==> src/rtl/btn_pkg.sv <==
// rtl/btn_pkg.sv - shared types and helpers for the button conditioner
// Purpose: repeat-state enum and the counter-width helper used by btn_channel.
// Ports: none (package).
package btn_pkg;

  typedef enum logic [1:0] {
    IDLE      = 2'd0,
    HOLD_WAIT = 2'd1,
    REPEATING = 2'd2
  } rep_state_e;

  // Width able to hold max_count itself, one bit of headroom over $clog2.
  function automatic int cnt_width(input int max_count);
    return $clog2(max_count) + 1;
  endfunction

endpackage

==> src/rtl/btn_conditioner_if.sv <==
// rtl/btn_conditioner_if.sv - button conditioner signal bundle
// Purpose: groups raw inputs and conditioned outputs of all channels.
// Ports (members): btn_raw (to conditioner), btn_level, btn_press, btn_release
//   (from conditioner), each NUM_BTN wide.
// Modports: master = button source / consumer, slave = conditioner.
interface btn_conditioner_if #(
  parameter int NUM_BTN = 5
);

  logic [NUM_BTN-1:0] btn_raw;
  logic [NUM_BTN-1:0] btn_level;
  logic [NUM_BTN-1:0] btn_press;
  logic [NUM_BTN-1:0] btn_release;

  modport master (
    output btn_raw,
    input  btn_level,
    input  btn_press,
    input  btn_release
  );

  modport slave (
    input  btn_raw,
    output btn_level,
    output btn_press,
    output btn_release
  );

endinterface

==> src/rtl/btn_channel.sv <==
// rtl/btn_channel.sv - one button: synchronizer, debounce, edge pulses, auto-repeat
// Purpose: conditions a single raw button level.
// Ports: clk, rst_n (async active-low), raw_i (async raw level),
//   level_o (debounced level), press_o (press / repeat pulse),
//   release_o (release pulse).
// Config: BTN_AUTOREPEAT_EN enables the hold/repeat FSM; otherwise press_o
//   only marks the rising edge of level_o.
module btn_channel
  import btn_pkg::*;
#(
  parameter int DEBOUNCE_CYCLES = 1000000,
  parameter int REPEAT_DELAY    = 50000000,
  parameter int REPEAT_PERIOD   = 10000000
) (
  input  logic clk,
  input  logic rst_n,
  input  logic raw_i,
  output logic level_o,
  output logic press_o,
  output logic release_o
);

  localparam int              DB_W    = cnt_width(DEBOUNCE_CYCLES);
  localparam logic [DB_W-1:0] DB_LAST = DB_W'(DEBOUNCE_CYCLES - 1);

  logic            sync1_q, sync1_d;
  logic            sync2_q, sync2_d;
  logic [DB_W-1:0] db_cnt_q, db_cnt_d;
  logic            level_q, level_d;
  logic            press_q, press_d;
  logic            release_q, release_d;
  logic            rise, fall;
  logic            tick;

  always_comb begin
    sync1_d  = raw_i;
    sync2_d  = sync1_q;
    db_cnt_d = '0;
    level_d  = level_q;
    rise     = 1'b0;
    fall     = 1'b0;
    if (sync2_q != level_q) begin
      // Counter tops out at DB_LAST, where the level flips, so it never wraps.
      if (db_cnt_q >= DB_LAST) begin
        level_d = ~level_q;
        rise    = ~level_q;
        fall    = level_q;
      end else begin
        db_cnt_d = db_cnt_q + DB_W'(1);
      end
    end
  end

`ifdef BTN_AUTOREPEAT_EN
  localparam int              REP_MAX = (REPEAT_DELAY > REPEAT_PERIOD) ? REPEAT_DELAY : REPEAT_PERIOD;
  localparam int              RP_W    = cnt_width(REP_MAX);
  localparam logic [RP_W-1:0] RD_LAST = RP_W'(REPEAT_DELAY - 1);
  localparam logic [RP_W-1:0] RP_LAST = RP_W'(REPEAT_PERIOD - 1);

  rep_state_e      state_q, state_d;
  logic [RP_W-1:0] rep_cnt_q, rep_cnt_d;

  always_ff @(posedge clk or negedge rst_n) begin
    if (!rst_n) begin
      state_q   <= IDLE;
      rep_cnt_q <= '0;
    end else begin
      state_q   <= state_d;
      rep_cnt_q <= rep_cnt_d;
    end
  end

  // A release always wins over a due repeat tick on the same edge.
  always_comb begin
    state_d   = state_q;
    rep_cnt_d = rep_cnt_q;
    tick      = 1'b0;
    case (state_q)
      IDLE: begin
        rep_cnt_d = '0;
        if (rise) state_d = HOLD_WAIT;
      end
      HOLD_WAIT: begin
        if (fall) begin
          state_d   = IDLE;
          rep_cnt_d = '0;
        end else if (rep_cnt_q >= RD_LAST) begin
          state_d   = REPEATING;
          rep_cnt_d = '0;
          tick      = 1'b1;
        end else begin
          rep_cnt_d = rep_cnt_q + RP_W'(1);
        end
      end
      REPEATING: begin
        if (fall) begin
          state_d   = IDLE;
          rep_cnt_d = '0;
        end else if (rep_cnt_q >= RP_LAST) begin
          rep_cnt_d = '0;
          tick      = 1'b1;
        end else begin
          rep_cnt_d = rep_cnt_q + RP_W'(1);
        end
      end
      default: begin
        state_d   = IDLE;
        rep_cnt_d = '0;
      end
    endcase
  end
`else
  always_comb begin
    tick = 1'b0;
  end
`endif

  always_comb begin
    press_d   = rise | tick;
    release_d = fall;
  end

  always_ff @(posedge clk or negedge rst_n) begin
    if (!rst_n) begin
      sync1_q   <= 1'b0;
      sync2_q   <= 1'b0;
      db_cnt_q  <= '0;
      level_q   <= 1'b0;
      press_q   <= 1'b0;
      release_q <= 1'b0;
    end else begin
      sync1_q   <= sync1_d;
      sync2_q   <= sync2_d;
      db_cnt_q  <= db_cnt_d;
      level_q   <= level_d;
      press_q   <= press_d;
      release_q <= release_d;
    end
  end

  assign level_o   = level_q;
  assign press_o   = press_q;
  assign release_o = release_q;

endmodule

==> src/rtl/btn_conditioner.sv <==
// rtl/btn_conditioner.sv - multi-channel button debouncer with edge and repeat pulses
// Purpose: instantiates one btn_channel per button; wiring only.
// Ports: CLK_100MHz (clock), RST_n (async active-low reset),
//   btn_io (slave modport: btn_raw in; btn_level, btn_press, btn_release out).
// Config: BTN_AUTOREPEAT_EN enables auto-repeat; REPEAT_* are ignored without it.
module btn_conditioner #(
  parameter int NUM_BTN         = 5,
  parameter int DEBOUNCE_CYCLES = 1000000,
  parameter int REPEAT_DELAY    = 50000000,
  parameter int REPEAT_PERIOD   = 10000000
) (
  input  logic               CLK_100MHz,
  input  logic               RST_n,
  btn_conditioner_if.slave   btn_io
);

  if (NUM_BTN < 1) begin : g_bad_num_btn
    $error("btn_conditioner: NUM_BTN must be >= 1");
  end
  if (DEBOUNCE_CYCLES < 1) begin : g_bad_debounce
    $error("btn_conditioner: DEBOUNCE_CYCLES must be >= 1");
  end
`ifdef BTN_AUTOREPEAT_EN
  if (REPEAT_DELAY < 1) begin : g_bad_rep_delay
    $error("btn_conditioner: REPEAT_DELAY must be >= 1");
  end
  if (REPEAT_PERIOD < 1) begin : g_bad_rep_period
    $error("btn_conditioner: REPEAT_PERIOD must be >= 1");
  end
`endif

  wire [NUM_BTN-1:0] level_w;
  wire [NUM_BTN-1:0] press_w;
  wire [NUM_BTN-1:0] release_w;

  for (genvar i = 0; i < NUM_BTN; i++) begin : g_ch
    btn_channel #(
      .DEBOUNCE_CYCLES (DEBOUNCE_CYCLES),
      .REPEAT_DELAY    (REPEAT_DELAY),
      .REPEAT_PERIOD   (REPEAT_PERIOD)
    ) u_channel (
      .clk       (CLK_100MHz),
      .rst_n     (RST_n),
      .raw_i     (btn_io.btn_raw[i]),
      .level_o   (level_w[i]),
      .press_o   (press_w[i]),
      .release_o (release_w[i])
    );
  end

  assign btn_io.btn_level   = level_w;
  assign btn_io.btn_press   = press_w;
  assign btn_io.btn_release = release_w;

endmodule
==> src/flat_wrapper.sv <==
// flat-port wrapper written by rule: the top's interface ports become plain ports
module btn_conditioner_flat 
#(
  parameter int NUM_BTN         = 5,
  parameter int DEBOUNCE_CYCLES = 1000000,
  parameter int REPEAT_DELAY    = 50000000,
  parameter int REPEAT_PERIOD   = 10000000
)
  (CLK_100MHz, RST_n, btn_io_btn_raw, btn_io_btn_level, btn_io_btn_press, btn_io_btn_release);
  btn_conditioner_if #(.NUM_BTN(NUM_BTN)) btn_io_i ();
  input  logic CLK_100MHz;
  input  logic RST_n;
  input wire logic [$bits(btn_io_i.btn_raw)-1:0] btn_io_btn_raw;
  output wire logic [$bits(btn_io_i.btn_level)-1:0] btn_io_btn_level;
  output wire logic [$bits(btn_io_i.btn_press)-1:0] btn_io_btn_press;
  output wire logic [$bits(btn_io_i.btn_release)-1:0] btn_io_btn_release;
  assign btn_io_i.btn_raw = btn_io_btn_raw;
  assign btn_io_btn_level = btn_io_i.btn_level;
  assign btn_io_btn_press = btn_io_i.btn_press;
  assign btn_io_btn_release = btn_io_i.btn_release;
  btn_conditioner #(.NUM_BTN(NUM_BTN), .DEBOUNCE_CYCLES(DEBOUNCE_CYCLES), .REPEAT_DELAY(REPEAT_DELAY), .REPEAT_PERIOD(REPEAT_PERIOD)) u_core (.CLK_100MHz(CLK_100MHz), .RST_n(RST_n), .btn_io(btn_io_i));
endmodule
==> config.mk <==
export PLATFORM = sky130hd
export DESIGN_NAME = btn_conditioner_flat
export DESIGN_NICKNAME = d
export VERILOG_FILES = /design/src/rtl/btn_pkg.sv /design/src/rtl/btn_conditioner_if.sv /design/src/rtl/btn_channel.sv /design/src/rtl/btn_conditioner.sv /design/src/flat_wrapper.sv
export SDC_FILE = /design/constraint.sdc
export NUM_CORES = 1
export LEC_CHECK = 0
export CAP_MARGIN = 10
export CELL_PAD_IN_SITES_DETAIL_PLACEMENT = 0
export CELL_PAD_IN_SITES_GLOBAL_PLACEMENT = 1
export CORE_ASPECT_RATIO = 2
export CORE_MARGIN = 3
export CORE_UTILIZATION = 40
export CTS_CLUSTER_SIZE = 24
export DETAILED_ROUTE_END_ITERATION = 10
export PLACE_DENSITY = 0.63
export SLEW_MARGIN = 20
export SYNTH_ARGS = -nofsm -noshare
export SYNTH_HDL_FRONTEND = slang
export SYNTH_HIERARCHICAL = 1
export SYNTH_SLANG_ARGS = --single-unit
==> constraint.sdc <==
create_clock -name CLK_100MHz -period 4.7 [get_ports CLK_100MHz]
set_input_delay 0.705 -clock CLK_100MHz [delete_from_list [all_inputs] [get_ports CLK_100MHz]]
set_output_delay 0.705 -clock CLK_100MHz [all_outputs]
set_load 0.03 [all_outputs]
==> impl_metrics.tcl, run 1 <==
set metrics [dict create \
    p_sw_uw 572.2 \
    hold_viol 0 \
    slew_viol_final 0 \
    grt_max_degree 96 \
    std_cell_rows 63 \
    grt_pass1_vias 4505 \
    synth-xor-area-share_pct 13.56 \
    final_cell_count_no_fill 836 \
    post-route-cell-area_um2 7156 \
    relSlewSlack_pct 42.32 \
    yosys.area_share.simple_pct 27.62 \
    cts_resized 0 \
    power_uw 2634 \
    ys_ff_latch 130 \
    synthArstFlopShare_pct 100.0 \
    critPathCaptureType "output pin" \
    power_density_nw_per_um2 368.0 \
    cts_hold_buffers 0 \
    postRouteAntennaNets 0 \
    hpwlAfterDp_um 8483 \
    r2r-start "u_core/g_ch[3].u_channel/db_cnt_q[13]" \
    core_area_um2 14900 \
    finalWorstPathRequiredPeriod_ps 2269 \
    drv_cap 0 \
    ys_warn_count 6 \
    synth_top_family_by_area "simple AND/OR/NAND/NOR gates" \
    critPathBufInv 1 \
    timing.final.crit_share_pct 48.27 \
    syn2layout_area_growth_pct 16.60 \
    drtPass1Iterations 4 \
    clk_pin_slew_worst_paths_ps 60 \
    hold_start "u_core/g_ch[3].u_channel/sync1_q" \
    die_area_um2 16950 \
    critical_path.top_delay_family "buffers and inverters" \
    placed_cells 807 \
    setup_viol 0 \
    reg2reg_slack_ps 2730 \
    clkPwrFrac_pct 50.7 \
    cts_buffer_depth 2 \
    drive_above_1_share_pct 12.64 \
    hold_path_depth 0 \
    p_leak_uw 0.002900 \
    boundaryPins 22 \
    finClkSkew_ps 10.67 \
    synthAdderAreaFrac_pct 1.019 \
    drc 0 \
    track_usage_pct 15.83 \
    drt-initial-drc-count 141 \
    outcome "finished, final reports clean" \
    clock_sinks 130 \
    internal-power_uw 2061 \
    post-cts-setup-buffer-count 0 \
    fillers 1369 \
    synth_ff_type "dfrtp_1" \
    timing.rr.end "u_core/g_ch[3].u_channel/level_o" \
    grt.overflow.total 0 \
    ctsHtreeMaxLevel 4 \
    startpoint_type "flop" \
    initial_core_util_pct 41.19 \
    rsz0062_at_grt "false" \
    routabilityCongestion 0.7333 \
    vias 4240 \
    reg2reg_depth 5 \
    cts_tree "built" \
    netlist_instances 595 \
    clk_latency_ps 410 \
    wl_per_cell_um 14.65 \
    synth_edf_count 0 \
    crit_chain "clkdlybuf4s50_1" \
    synth_cell_type_count 26 \
    synth_mux_area_share_pct 1.223 \
    cts-root-buf "clkbuf_16" \
    path_max_fanout 5 \
    route.detailed.vias_per_inst 5.072 \
    port_buffers 21 \
    ir_drop_v 0.0002045 \
    cp_slowest_cell "clkdlybuf4s50_1" \
    required_ps 3990 \
    die_h_um 181.2 \
    cts_buffers 17 \
    antenna_cells 0 \
    fmax_ghz 0.4408 \
    grt_pass1_wl_um 21380 \
    antenna_found_initial 0 \
    nets 643 \
    switching_share_pct 21.73 \
    fin_hold_ws_ps 346.7 \
    synth_nets 607 \
    wirelength_um 12240 \
    whs_endpoint "u_core/g_ch[3].u_channel/sync2_q" \
    comb_power_share_pct 5.0 \
    tns_ps 0 \
    placed_cell_area_um2 6563 \
    die_w_um 93.59 \
    setup.worst_path.class "reg2out" \
    worst_pin_slew_ps 865.2 \
    slowest_delay_ps 720 \
    syn_area_um2 6137 \
    hold_class "reg2reg" \
    ys_seq_area_share_pct 53.01 \
    synth_compound_area_share_pct 2.650 \
    postSynthAreaPerCell_um2 10.31 \
    seq_power_share_pct 44.2 \
    cp.arrival_ps 1560 \
]
## routing by layer
layer,wire length [µm],GRT usage (%),vias up
met5,0,0,-
met4,375,7.060,0
met3,374,3.833,33
met2,6592,27.74,75
met1,4901,17.86,2047
li1,-,-,2085
## state kept, by name (all words and copies together), names as in the netlist
name	count
u_core/g_ch.u_channel/release_o	5
u_core/g_ch.u_channel/db_cnt_q	105
u_core/g_ch.u_channel/sync1_q	5
u_core/g_ch.u_channel/sync2_q	5
u_core/g_ch.u_channel/level_o	5
u_core/g_ch.u_channel/press_o	5
## through the flow
| stage | worst slack [ps] | util (%) |
|---|---|---|
| 2_1_floorplan | 2848 | - |
| 3_3_place_gp | 2770 | 44.05 |
| 3_5_place_dp | 2748 | 44.05 |
| 4_1_cts | 2396 | 48.03 |
| 5_1_grt | 2366 | 48.03 |
| 6_report | 2431 | 48.03 |
## layout by cell type, fill, tap and decap left out
master and instances:
and3_2 5, ha_1 5, a22oi_2 5, a21oi_1 5, or4b_4 5, o21bai_1 5
nor2_1 130, nor2b_4 5, mux2_4 5, xnor2_1 30, nand3_1 50, buf_6 1
o211ai_1 5, clkinv_2 5, clkdlybuf4s50_1 20, nand2_1 40, or2_2 10, nor4_2 5
nand4_1 20, xor2_1 65, clkinvlp_4 3, and3_1 10, bufinv_16 4, buf_4 1
nor3_1 25, clkbuf_16 17, nor4_1 5, conb_1 5, nor3b_1 10, dfrtp_1 130
nand2_2 5, and4b_2 5
## synthesized netlist by cell type (all sizes together) (10+ instances only)
cell | instances | share of area (%)
and3 | 15 | 1.6
dfrtp | 130 | 53
nand2 | 45 | 3.0
nand3 | 50 | 4.1
nand4 | 20 | 2.0
nor2 | 130 | 8.0
nor3 | 25 | 2.0
nor3b | 10 | 1.2
nor4 | 10 | 1.5
or2 | 10 | 1.0
xnor2 | 30 | 4.3
xor2 | 65 | 9.3
## logic make-up after synthesis
| family | count (synthesis) |
|---|---|
| and+or+nand+nor | 330 |
| DFF | 130 |
| xor gates and xnor gates | 95 |
| AOI/OAI and AO/OA | 20 |
| adders and majority gates | 5 |
| other | 5 |
| muxes | 5 |
| buffers and inverters | 5 |
## power groups by stage
stage	Combinational, µW	Clock [µW]	Sequential (µW)
floorplan	59.5	0	1200
global placement	137	0	1180
detailed placement	137	0	1180
CTS	137	1380	1160
global route	148	1430	1170
finish	133	1340	1170
## worst max path at each step
stage	depth (start not counted)	start	end
after floorplan	5	u_core/g_ch[0].u_channel/db_cnt_q[13]	u_core/g_ch[0].u_channel/level_o
after global placement	5	u_core/g_ch[2].u_channel/db_cnt_q[13]	u_core/g_ch[2].u_channel/level_o
after detailed placement	5	u_core/g_ch[0].u_channel/db_cnt_q[13]	u_core/g_ch[0].u_channel/level_o
after CTS	1	u_core/g_ch[0].u_channel/level_o	btn_io_btn_level[0]
after global routing	1	u_core/g_ch[0].u_channel/level_o	btn_io_btn_level[0]
final	1	u_core/g_ch[0].u_channel/level_o	btn_io_btn_level[0]
## area by class of cell
| class | count | area, µm² | area share [%] |
|---|---|---|---|
| well taps | 195 | 244.0 | 3.410 |
| flip-flops and latches | 130 | 3253 | 45.46 |
| multi-input cells | 460 | 2846 | 39.78 |
| clock inverters | 12 | 167.7 | 2.343 |
| repair buffers | 22 | 219.0 | 3.060 |
| clock buffers | 17 | 425.4 | 5.945 |
## worst reg2reg max path, cell delays in order, from the launching register on
cell and delay (ps):
dfrtp_1 430, or4b_4 560, nor3_1 270, a22oi_2 140
nor2b_4 150, mux2_4 300
(Power assumes the default switching activity.)
==> run 2, diff against run 1 <==
--- a/config.mk
+++ b/config.mk
@@ -13,7 +13,7 @@
 export CORE_UTILIZATION = 40
 export CTS_CLUSTER_SIZE = 24
 export DETAILED_ROUTE_END_ITERATION = 10
-export PLACE_DENSITY = 0.63
+export PLACE_DENSITY = 0.66
 export SLEW_MARGIN = 20
 export SYNTH_ARGS = -nofsm -noshare
 export SYNTH_HDL_FRONTEND = slang
==> constraint.sdc (replaced) <==
create_clock -name CLK_100MHz -period 1.9 [get_ports CLK_100MHz]
set_input_delay 0.285 -clock CLK_100MHz [delete_from_list [all_inputs] [get_ports CLK_100MHz]]
set_output_delay 0.285 -clock CLK_100MHz [all_outputs]
set_load 0.03 [all_outputs]
==> impl_metrics.tcl, run 2 (synthesis gave the netlist of run 1 again) <==
set metrics [dict create \
    outcome "finished, final reports clean" \
    fmax_ghz 0.5353 \
    hold_viol 0 \
    die_area_um2 16950 \
    r2r-start "u_core/g_ch[2].u_channel/db_cnt_q[12]" \
    cts_buffer_depth 2 \
    cp_slowest_cell "nor4_1" \
    hold_class "in2async" \
    port_buffers 21 \
    grt.overflow.total 0 \
    required_ps 2200 \
    vias 4441 \
    cts-root-buf "clkbuf_16" \
    wirelength_um 12780 \
    boundaryPins 22 \
    finClkSkew_ps 6.774 \
    grt_max_degree 52 \
    core_area_um2 14900 \
    setup_viol 0 \
    route.detailed.vias_per_inst 5.052 \
    die_w_um 93.59 \
    drv_cap 0 \
    grt_pass1_vias 4780 \
    relSlewSlack_pct 66.58 \
    p_leak_uw 0.003281 \
    syn2layout_area_growth_pct 25.65 \
    cp.arrival_ps 2170 \
    slew_viol_final 0 \
    setup.worst_path.class "reg2reg" \
    track_usage_pct 16.72 \
    startpoint_type "flop" \
    antenna_cells 0 \
    clk_pin_slew_worst_paths_ps 60 \
    crit_chain "nor4_1 -> nor3_2 -> a22oi_2 -> nor2b_4 -> mux2_4" \
    largest_register_ffs 105 \
    wl_per_cell_um 14.54 \
    nets 683 \
    largest_register "u_core/g_ch.u_channel/db_cnt_q" \
    placed_cell_area_um2 6912 \
    ir_drop_v 0.0006228 \
    clock_sinks 130 \
    critical_path.top_delay_family "simple AND/OR/NAND/NOR gates" \
    die_h_um 181.2 \
    ctsHtreeMaxLevel 4 \
    antenna_found_initial 0 \
    drc 0 \
    grt_pass1_wl_um 22310 \
    worst_pin_slew_ps 496.7 \
    post-route-cell-area_um2 7711 \
    slowest_delay_ps 490 \
    cts_buffers 17 \
    std_cell_rows 63 \
    power_density_nw_per_um2 881.8 \
    path_max_fanout 3 \
    drt-initial-drc-count 149 \
    routabilityCongestion 0.7915 \
    clk_latency_ps 420 \
    critPathBufInv 0 \
    drive_above_1_share_pct 19.59 \
    layout_common_cells "nor2_1, dfrtp_1, xor2_1" \
    critPathCaptureType "flop" \
    finalWorstPathRequiredPeriod_ps 1868 \
    fin_hold_ws_ps 236.9 \
    postRouteAntennaNets 0 \
    cts_tree "built" \
    initial_core_util_pct 41.19 \
    critPathLaunch "u_core/g_ch[2].u_channel/db_cnt_q[12]" \
    hpwlAfterDp_um 9017 \
    timing.final.crit_share_pct 98.32 \
    drtPass1Iterations 4 \
]
==> run 2: cell types whose count changed in the layout (fill, tap and decap cells not counted), moves of 5 or more <==
cell,before,now
buf_12,0,6
nor3_2,0,5
nor3_1,25,19
nor4_4,0,6
buf_4,1,35
==> run 2: report_power, final <==
part,internal (µW),leakage [µW],switching (µW)
combinational,170,0.00121,233
sequential,2830,0.00176,43.6
clock,2340,0.000307,1190
total,5330,0.00328,1470
==> run 2: cell type report <==
class / instances / area (µm²)
fillers: 1332 / 7187
multi-input cells: 460 / 2978
flip-flops and latches: 130 / 3253
clock inverters: 8 / 148.9
clock buffers: 24 / 491.7
well taps: 195 / 244.0
repair buffers: 62 / 595.6
==> run 2: through the flow <==
| step | setup WS, ps | utilization, % | setup TNS (ps) | power (µW) | instances |
|---|---|---|---|---|---|
| final | 31.90 | 51.76 | 0 | 6800 | 879 |
| after global routing | -21.55 | 51.76 | -35.09 | 7073 | 879 |
| after CTS | 28.05 | 50.76 | 0 | 6913 | 877 |
| after detailed placement | 31.57 | 46.39 | 0 | 3328 | 844 |
| after global placement | 46.95 | 46.39 | 0 | 3323 | 844 |
| after floorplan | 47.89 | - | 0 | 3109 | 595 |
==> run 2: worst paths after layout <==
check | endpoint | slack (ps) | cells past startpoint
worst min-delay path | u_core/g_ch[1].u_channel/db_cnt_q[10] | 240 | 2
worst max register to register | u_core/g_ch[2].u_channel/level_o | 30 | 5
max in group asynchronous | u_core/g_ch[3].u_channel/db_cnt_q[13] | 1060 | 3
min in group CLK_100MHz | u_core/g_ch[0].u_channel/sync1_q | 310 | 1
worst min register to register | u_core/g_ch[3].u_channel/sync2_q | 350 | 0
worst max-delay path | u_core/g_ch[2].u_channel/level_o | 30 | 5
==> run 2: what timing repair did <==
action                                  CTS  global route
resized for setup                         0            23
setup buffers                             0             2
hold buffers                              1             0
endpoints found under the hold margin    99             0
endpoints found under the setup margin    0            26
==> run 2: per-layer routing <==
metal / share of wire (%) / GRT usage (%)
met2: 57 / 30.81
met3: 2.5 / 4.000
met5: 0 / 0
met1: 38 / 17.69
met4: 2.1 / 7.002
==> run 3, diff against run 2 <==
--- a/config.mk
+++ b/config.mk
@@ -5,7 +5,6 @@
 export SDC_FILE = /design/constraint.sdc
 export NUM_CORES = 1
 export LEC_CHECK = 0
-export CAP_MARGIN = 10
 export CELL_PAD_IN_SITES_DETAIL_PLACEMENT = 0
 export CELL_PAD_IN_SITES_GLOBAL_PLACEMENT = 1
 export CORE_ASPECT_RATIO = 2
@@ -14,6 +13,7 @@
 export CTS_CLUSTER_SIZE = 24
 export DETAILED_ROUTE_END_ITERATION = 10
 export PLACE_DENSITY = 0.66
+export SETUP_SLACK_MARGIN = 0.15
 export SLEW_MARGIN = 20
 export SYNTH_ARGS = -nofsm -noshare
 export SYNTH_HDL_FRONTEND = slang
==> impl_metrics.tcl, run 3 (synthesis gave the netlist of run 1 again) <==
set metrics [dict create \
    outcome "finished, final reports clean" \
    hold_class "in2reg" \
    grt_max_degree 44 \
    routabilityCongestion 0.7892 \
    die_area_um2 16950 \
    required_ps 2200 \
    cts_tree "built" \
    path_max_fanout 3 \
    wirelength_um 12960 \
    comb_power_share_pct 6.3 \
    switching_share_pct 22.25 \
    ir_drop_v 0.0005145 \
    antenna_found_initial 0 \
    grt_pass1_vias 4887 \
    startpoint_type "flop" \
    post-route-cell-area_um2 7963 \
    vias 4519 \
    r2r-start "u_core/g_ch[0].u_channel/db_cnt_q[20]" \
    fin_hold_ws_ps 309.9 \
    initial_core_util_pct 41.19 \
    nets 706 \
    wl_per_cell_um 14.36 \
    clk_pin_slew_worst_paths_ps 50 \
    timing.final.crit_share_pct 95.68 \
    antenna_cells 0 \
    slew_viol_final 0 \
    die_h_um 181.2 \
    cp.arrival_ps 2120 \
    finalWorstPathRequiredPeriod_ps 1818 \
    setup_viol 0 \
    final_core_util_pct 53.45 \
    route.detailed.vias_per_inst 5.010 \
    hold_start "btn_io_btn_raw[0]" \
    drtPass1Iterations 4 \
    track_usage_pct 16.61 \
    fmax_ghz 0.5501 \
    p_sw_uw 1464 \
    clkPwrFrac_pct 50.1 \
    drt-initial-drc-count 124 \
    hpwlAfterDp_um 8879 \
    critPathCaptureType "flop" \
    critPathLaunch "u_core/g_ch[0].u_channel/db_cnt_q[20]" \
    ctsHtreeMaxLevel 4 \
    drc 0 \
    layout_common_cells "nor2_1, dfrtp_1, xor2_1" \
    largest_register_ffs 105 \
    p_leak_uw 0.003440 \
    drv_cap 0 \
    cts_buffer_depth 2 \
    hold_viol 0 \
    grt_pass1_wl_um 22490 \
    setup.worst_path.class "reg2reg" \
    layout_commonest_cell "nor2_1" \
    tns_ps 0 \
    clock_sinks 130 \
    drive_above_1_share_pct 25.74 \
    seq_power_share_pct 43.7 \
    postRouteAntennaNets 0 \
    std_cell_rows 63 \
    cts_buffers 17 \
    boundaryPins 22 \
    core_area_um2 14900 \
    setup_ws_ps 82.03 \
    clk_latency_ps 410 \
    dpl_worst_slack_ps -31.98 \
    rsz0062_at_grt "true" \
    internal-power_uw 5115 \
    cts-root-buf "clkbuf_16" \
    syn2layout_area_growth_pct 29.75 \
    power_density_nw_per_um2 826.2 \
    placed_cell_area_um2 6995 \
    port_buffers 21 \
    die_w_um 93.59 \
    finClkSkew_ps 5.614 \
    grt.overflow.total 0 \
    largest_register "u_core/g_ch.u_channel/db_cnt_q" \
]
## run 3: worst paths after layout
path	slack, ps	depth (start not counted)	end
worst max-delay path	80	6	u_core/g_ch[0].u_channel/db_cnt_q[1]
min in group asynchronous	350	2	u_core/g_ch[1].u_channel/db_cnt_q[4]
max in group asynchronous	950	3	u_core/g_ch[1].u_channel/db_cnt_q[10]
worst max register to register	80	6	u_core/g_ch[0].u_channel/db_cnt_q[1]
worst min register to register	360	0	u_core/g_ch[0].u_channel/sync2_q
worst min-delay path	310	1	u_core/g_ch[0].u_channel/sync1_q
## run 3: per-stage QoR
stage	total power, µW	instances
3_5_place_dp	3303	851
2_1_floorplan	3109	595
4_1_cts	6665	893
5_1_grt	6883	902
3_3_place_gp	3295	851
6_report	6579	902
## run 3: worst max-delay path, stage by stage, from the launching register on
cell and delay, ps:
dfrtp_1 380, or4b_4 580, nor4_4 160, a22oi_2 90, buf_4 180, buf_4 130
and3_2 180
## run 3: power groups by stage
stage	logic (µW)	registers (µW)	clock network, µW
finish	412	2870	3290
floorplan	147	2960	0
CTS	396	2870	3400
detailed placement	379	2920	0
global placement	375	2920	0
global route	457	2880	3550
## run 3: cell type report
| class | count | area, µm² |
|---|---|---|
| clock buffers | 22 | 464.2 |
| clock inverters | 10 | 132.6 |
| fillers | 1304 | 6935 |
| multi-input cells | 461 | 3134 |
| flip-flops and latches | 130 | 3261 |
| well taps | 195 | 244.0 |
| repair buffers | 84 | 726.9 |
## run 3: metal layers
layer  GRT usage (%)  routed length (µm)  part of all wire [%]
met1           17.03                4791                    37
met2           32.04                7739                    60
met3           3.208                 232                   1.8
met4           6.308                 193                   1.5
met5               0                   0                     0
## run 3: repair_timing
item	CTS	global route
pin swaps	10	7
resized for setup	23	32
setup buffers	9	8
setup endpoints to repair	86	59
gates cloned	0	1
hold endpoints to repair	26	0
hold buffers	1	0
==> edit, RTL diff (config.mk and constraints of run 1) <==
`DEBOUNCE_CYCLES` is set to 1000000 in 3 places; all go to 2000000.
--- a/src/rtl/btn_channel.sv
+++ b/src/rtl/btn_channel.sv
@@ -8,7 +8,7 @@
 module btn_channel
   import btn_pkg::*;
 #(
-  parameter int DEBOUNCE_CYCLES = 1000000,
+  parameter int DEBOUNCE_CYCLES = 2000000,
   parameter int REPEAT_DELAY    = 50000000,
   parameter int REPEAT_PERIOD   = 10000000
 ) (
--- a/src/rtl/btn_conditioner.sv
+++ b/src/rtl/btn_conditioner.sv
@@ -5,7 +5,7 @@
 // Config: BTN_AUTOREPEAT_EN enables auto-repeat; REPEAT_* are ignored without it.
 module btn_conditioner #(
   parameter int NUM_BTN         = 5,
-  parameter int DEBOUNCE_CYCLES = 1000000,
+  parameter int DEBOUNCE_CYCLES = 2000000,
   parameter int REPEAT_DELAY    = 50000000,
   parameter int REPEAT_PERIOD   = 10000000
 ) (
--- a/src/flat_wrapper.sv
+++ b/src/flat_wrapper.sv
@@ -2,7 +2,7 @@
 module btn_conditioner_flat 
 #(
   parameter int NUM_BTN         = 5,
-  parameter int DEBOUNCE_CYCLES = 1000000,
+  parameter int DEBOUNCE_CYCLES = 2000000,
   parameter int REPEAT_DELAY    = 50000000,
   parameter int REPEAT_PERIOD   = 10000000
 )
Formal check against the unedited RTL: same outputs for any inputs over 10 cycles, from zero or initial values and one cycle with RST_n low; that may be too few to reach the edited logic, so the function may still have changed.
==> edit against run 1 <==
- global-route usage rose by 1.0 points
- sequential share of layout area fell by 1.6 points
- wire length rose by 21%
- critical path type is now reg2reg
- setup slack got worse by 0.13 ns
- total power fell by 3.3%
- sequential cell count rose by 5
- synthesized area rose by 11%
- cell area rose by 7.7%
- cell count rose by 9.1%
- clock skew barely moved
- highest routed layer unchanged
==> edit: results (changes against run 1) <==
| Metric | Value |
|---|---|
| Signal inverters | 25 (was 0) |
| Fin Clk Skew | 0.0105 ns (was 0.0107 ns) |
| Final WL | 14800 um (was 12200 um) |
| Setup CP Type | reg2reg (was reg2out) |
| Worst EP arrival | 2.65 ns (was 1.56 ns) |
| Grt met1 use | 19.5% (was 17.9%) |
| Compound-Gate Fraction of Synth Area | 14.2% (was 2.65%) |
| Worst R2R End | u_core/g_ch[1].u_channel/db_cnt_q[4]$_DFF_PN0_ (was u_core/g_ch[3].u_channel/level_o$_DFFE_PN0P_) |
| Post-Syn Nets | 692 (was 607) |
| Vias in the first global route | 5402 (was 4505) |
| First-pass GRT wire length | 25900 um (was 21400 um) |
| Post-Layout Cell Count | 912 (was 836) |
| Min cycle time layout | 2.40 ns (was 2.27 ns) |
| Std cell rows | 66 (was 63) |
| Maximum vdd drop | 0.223 mV (was 0.205 mV) |
| Xor/xnor share of the synthesized area | 6.45% (was 13.6%) |
| GRT Total Usage | 16.9% (was 15.8%) |
| M1 wire length | 6350 um (was 4900 um) |
| Placed cell areas | 0.00718 mm^2 (was 0.00656 mm^2) |
| Met3 usage | 2.97% (was 3.83%) |
| Netlist cell types | 35 (was 26) |
| Seq area share | 43.9% (was 45.5%) |
| Worst reg2reg setup slack | 2.30 ns (was 2.73 ns) |
| Final sequential cell count | 135 (was 130) |
| P_leak | 2.87 nW (was 2.90 nW) |
| Number of flip-flops under the largest register name | 110 (was 105) |
| Routability Congestion | 0.752 (was 0.733) |
| Outcome | complete, no violations (unchanged) |
| Post-Synth Adder-Cell Area | 0.921% (was 1.02%) |
[edit: changes by cell type after synthesis, moves of 15 or more]
cell | run 1 | this run
or3_1 | 0 | 25
o31ai_1 | 0 | 25
nor2_1 | 130 | 20
or4_1 | 0 | 30
inv_1 | 0 | 20
o21ai_0 | 0 | 35
a211oi_2 | 0 | 15
a211oi_1 | 0 | 30
clkbuf_1 | 0 | 20
nor3_1 | 25 | 65
xor2_1 | 65 | 30
nand3_1 | 50 | 35
[edit: worst max-delay path, stage by stage, from the launching register on]
cell and delay, ns:
dfrtp_1 0.41, ha_1 0.29, inv_2 0.07, or3_2 0.49
a21oi_1 0.57, buf_4 0.33, nor3_1 0.08
[edit: report_power, final]
group | total (mW) | switching (mW) | internal [mW]
combinational | 0.131 | 0.0895 | 0.0420
sequential | 1.20 | 0.0192 | 1.19
clock | 1.21 | 0.493 | 0.718
